===== src/rtl/sipo_deser.sv =====
// sipo_deser: serial-in/parallel-out deserializer for the 4-bit PISO stream.
// Valid-qualified bits are collected in a shift register. Each completed word
// moves into a one-entry holding register that drains through a valid/ready
// handshake. A completed word that finds the holding register busy is dropped,
// and this sets the sticky overrun flag.
//
// state | meaning
// ------+------------------------------------------------------------
// IDLE  | no partial word; bit_cnt = 0
// SHIFT | partial word in progress; bit_cnt = 1..WIDTH-1
module sipo_deser #(
   parameter int WIDTH     = 4,
   parameter int MSB_FIRST = 1
) (
   input  logic                     clk,
   input  logic                     rst,
   input  logic                     sin,
   input  logic                     sin_valid,
   input  logic                     clear,
   output logic [WIDTH-1:0]         dout,
   output logic                     dout_valid,
   input  logic                     dout_ready,
   output logic                     overrun,
   output logic [$clog2(WIDTH):0]   bit_cnt
);

   localparam int            CW   = $clog2(WIDTH) + 1;
   localparam logic [CW-1:0] LAST = CW'(WIDTH - 1);

   typedef enum logic {
      IDLE  = 1'b0,
      SHIFT = 1'b1
   } state_t;

   state_t           state;
   logic [WIDTH-1:0] shreg;
   logic [WIDTH-1:0] shreg_nxt;
   logic             drain;
   logic             last_bit;

   // Next shift-register contents with the incoming bit merged in the configured direction.
   always_comb begin
      shreg_nxt = shreg;
      if (MSB_FIRST != 0) shreg_nxt = {shreg[WIDTH-2:0], sin};
      else                shreg_nxt = {sin, shreg[WIDTH-1:1]};
   end

   assign drain    = dout_valid & dout_ready;
   assign last_bit = (bit_cnt == LAST);

   // Collection FSM, holding register and overrun flag. A completion on the
   // same edge as a drain overrides the drain, so dout_valid stays high.
   always_ff @(posedge clk or negedge rst) begin
      if (!rst) begin
         state      <= IDLE;
         shreg      <= '0;
         bit_cnt    <= '0;
         dout       <= '0;
         dout_valid <= 1'b0;
         overrun    <= 1'b0;
      end else begin
         if (drain) dout_valid <= 1'b0;
         if (clear) begin
            state   <= IDLE;
            bit_cnt <= '0;
            overrun <= 1'b0;
         end else if (sin_valid) begin
            shreg <= shreg_nxt;
            case (state)
               IDLE: begin
                  state   <= SHIFT;
                  bit_cnt <= CW'(1);
               end
               SHIFT: begin
                  if (last_bit) begin
                     state   <= IDLE;
                     bit_cnt <= '0;
                     if (!dout_valid || dout_ready) begin
                        dout       <= shreg_nxt;
                        dout_valid <= 1'b1;
                     end else begin
                        overrun <= 1'b1;
                     end
                  end else begin
                     bit_cnt <= bit_cnt + CW'(1);
                  end
               end
               default: state <= IDLE;
            endcase
         end
      end
   end

endmodule


===== config.mk =====
export PLATFORM = sky130hd
export DESIGN_NAME = sipo_deser
export DESIGN_NICKNAME = d
export VERILOG_FILES = /design/src/rtl/sipo_deser.sv
export SDC_FILE = /design/constraint.sdc
export NUM_CORES = 1
export LEC_CHECK = 0
export CORE_AREA = 8 8 45 47
export CTS_CLUSTER_DIAMETER = 60
export DETAILED_ROUTE_END_ITERATION = 16
export DIE_AREA = 0 0 53 55
export GPL_ROUTABILITY_DRIVEN = 0
export HOLD_SLACK_MARGIN = 0.05
export MAX_ROUTING_LAYER = met4
export PLACE_DENSITY = 0.7
export REMOVE_ABC_BUFFERS = 1
export SLEW_MARGIN = 10
export SYNTH_ARGS = -nofsm -noshare
export SYNTH_HDL_FRONTEND = slang
export SYNTH_SLANG_ARGS = --single-unit

===== constraint.sdc =====
create_clock -name clk -period 4.3 [get_ports clk]
set_input_delay 0.645 -clock clk [delete_from_list [all_inputs] [get_ports clk]]
set_output_delay 0.645 -clock clk [all_outputs]
set_load 0.02 [all_outputs]

==> summary.txt <==
Layout
  – Share of cells above drive strength 1: between 20% and 30%
  – Most frequent cells in the layout: clkdlybuf4s50_1 (14), dfrtp_1 (13), mux2_2 (7)
  – Filler Cell Count: about 120
  – NumNets Final: 66
  – Area Growth Syn to Fin: 34.2%
  – Commonest non-fill, non-tap cell in the layout: clkdlybuf4s50_1
  – Antenna Cells: 0

Pwr
  – Sw Ratio: 23.1%
  – Power Dens Cells: roughly 330 nW/µm²
  – Worst ir drop on vdd: around 0.2 mV
  – Internal power: between 150 and 200 µW
  – Combinational power share: about an eighth
  – Leakage: between 0.3 and 0.4 nW
  – Reg power frac: between 50% and 60%
  – Clock Power Share: 30.1%
  – Switching power: 55.5 µW

Routing
  – Vias per cell: ~4.9
  – Post-DR wirelength/cell: around 13 µm
  – Via count: 359
  – Drt total wl: roughly 950 µm
  – Final antenna-violating net count: 0
  – Detailed Route Iter0 Violations: 6
  – # DRC: 0
  – 1st-pass router iterations: 4

Critical path
  – Critical Path Source: bit_cnt[0]
  – Crit path kind: flip-flop to output port
  – Worst EP arrival: ~1.3 ns
  – Crit path required time: ~3.7 ns
  – CP max stage cell: clkdlybuf4s50_1
  – CP endpoint kind: output port
  – Family with the most delay on the worst path: buffers and inverters
  – Reg-to-Reg Start: bit_cnt[0]
  – Critical path launch point type: flip-flop
  – Crit-path max FO: 4
  – Crit path buffers/inverters: 1
  – Worst-path cell chain: clkdlybuf4s50_1
  – Crit-path max cell delay: slightly above 0.6 ns

Floorplanning
  – Die W: roughly 53 µm
  – Core area: around 1400 µm²
  – Die area: 2920 µm²
  – Die Ht: 55 µm
  – Boundary Pins: 15
  – Initial Util: 39.4%
  – Number of cell rows: 14

CTS
  – Clock sinks: 13
  – Number of setup buffers added after CTS: 0
  – Post-CTS resize count: 0
  – Clock Latency Late Sink: approximately 0.27 ns
  – Clk pin slew, worst setup/hold paths: 0.07 ns
  – CTS tree: done
  – Htree depth: 1
  – CTS Root Cell: clkbuf_4
  – Clock Path Buffers: 2
  – TritonCTS buffer count: 3
  – Hold buffers post-CTS: 0

Global route
  – Global-route wire length before repair: between 1.5 and 2 mm
  – Largest net degree at the start of global routing: 14
  – Total global routing overflow: 0
  – GRT Overall Usage: between 7 and 8%
  – Initial antenna violation count: 0
  – Vias in the first global route: 342

STA
  – Fmax: roughly 0.52 GHz
  – Clock Skew: 0.00198 ns
  – Final hold vios: 0
  – Slew headroom: roughly 64%
  – RSZ-0062 raised after global routing: no
  – Setup Viol. Count Final: 0
  – Slew @ Worst Pin: about 0.54 ns
  – Final Slew Violations: 0
  – Setup TNS: 0 ns
  – Final period util: 44.7%
  – Tmin final: about 1.9 ns
  – Final Hold Slack: ~0.51 ns

Placement
  – Detailed Place HPWL: approximately 760 µm
  – Port Buffers: 14

Yosys
  – FF+latch count, synth: 13
  – Synth Instances: 40
  – Syn. warnings: 0
  – Ranking of synthesized cells by area: dfrtp_1 (60%), mux2_2 (14%), nand4_4 (3.9%)
  – Register area share after synthesis: between 50% and 60%
  – EDFF count, synth: 0
  – Share of flip-flops with an asynchronous set or reset: between 90% and 100%
  – Unique masters post-synth: 19
  – Leading area contributor after synthesis: dfrtp_1
  – Most used flip-flop cell after synthesis: dfrtp_1
  – Yosys top cell area share: about three fifths
  – Post-Syn Area: ~550 µm²
  – Mean post-synth cell area: 13.6 µm²

Hold path
  – Hold Path Class: flip-flop to flip-flop
  – Hold Startpoint: shreg[2]

Flow run
  – Max_cap viols: 0

Outcome
  – Status: finished clean
## state kept, by name, summed over array words and instances (netlist names)
| name | flops |
|---|---|
| bit_cnt | 3 |
| state | 1 |
| shreg | 3 |
| dout_valid | 1 |
| dout | 4 |
| overrun | 1 |
## final timing paths
kind                         endpoint  cells after the start  slack [ns]
hold / removal                dout[3]                      1        0.51
hold reg to reg               dout[3]                      1        0.51
max in group asynchronous  bit_cnt[0]                      1        3.22
setup / recovery           bit_cnt[0]                      1        2.38
setup reg to reg              dout[2]                      4        2.83
min in group asynchronous     overrun                      1        0.72
## cells by family (layout without fill, tap and decap cells)
logic type	Yosys count	in the layout	share of synthesized area [%]
buffers and inverters	2	20	1.38
adders and majority gates	1	1	2.29
muxes	7	7	14.5
AOI/OAI and AO/OA	6	6	7.34
and+or+nand+nor	11	11	14.9
DFF	13	13	59.6
## synth_stat cells, drive strengths merged, types with 2 or more instances
cell,n
nand2b,2
inv,2
nand3,2
mux2,7
dfrtp,13
## per-layer routing
metal	part of all wire [%]	up-vias	track usage, %	wire length [µm]
li1	-	180	-	-
met1	44	165	8.18	413
met2	46	12	10.4	436
met3	7.8	2	2.94	74
met4	2.2	0	7.76	21
met5	0	-	-	0
## layout make-up
type	instances	area (µm²)	area share, %
Timing Repair Buffer	14	140	19.1
Clock buffer	4	26.3	3.59
Multi-Input combinational cell	25	213	29.1
Sequential cell	13	325	44.4
Tap cell	16	20.0	2.74
Inverter	2	7.51	1.03
## through the flow
stage / worst slack, ns / cell area, µm² / utilization, % / power (mW) / instances
after floorplan: 2.78 / 546 / - / 0.155 / 40
after global placement: 2.25 / 706 / 51.0 / 0.171 / 70
after detailed placement: 2.24 / 706 / 51.0 / 0.172 / 70
after CTS: 2.36 / 732 / 52.9 / 0.244 / 74
after global routing: 2.32 / 732 / 52.9 / 0.259 / 74
final: 2.38 / 732 / 52.9 / 0.240 / 74
## power groups by stage
stage / Sequential [mW] / Clock [mW] / Combinational (mW)
6_report: 0.138 / 0.0724 / 0.0295
5_1_grt: 0.140 / 0.0864 / 0.0323
4_1_cts: 0.139 / 0.0750 / 0.0302
3_5_place_dp: 0.141 / 0 / 0.0302
3_3_place_gp: 0.141 / 0 / 0.0299
2_1_floorplan: 0.142 / 0 / 0.0128
(Power assumes the default switching activity.)
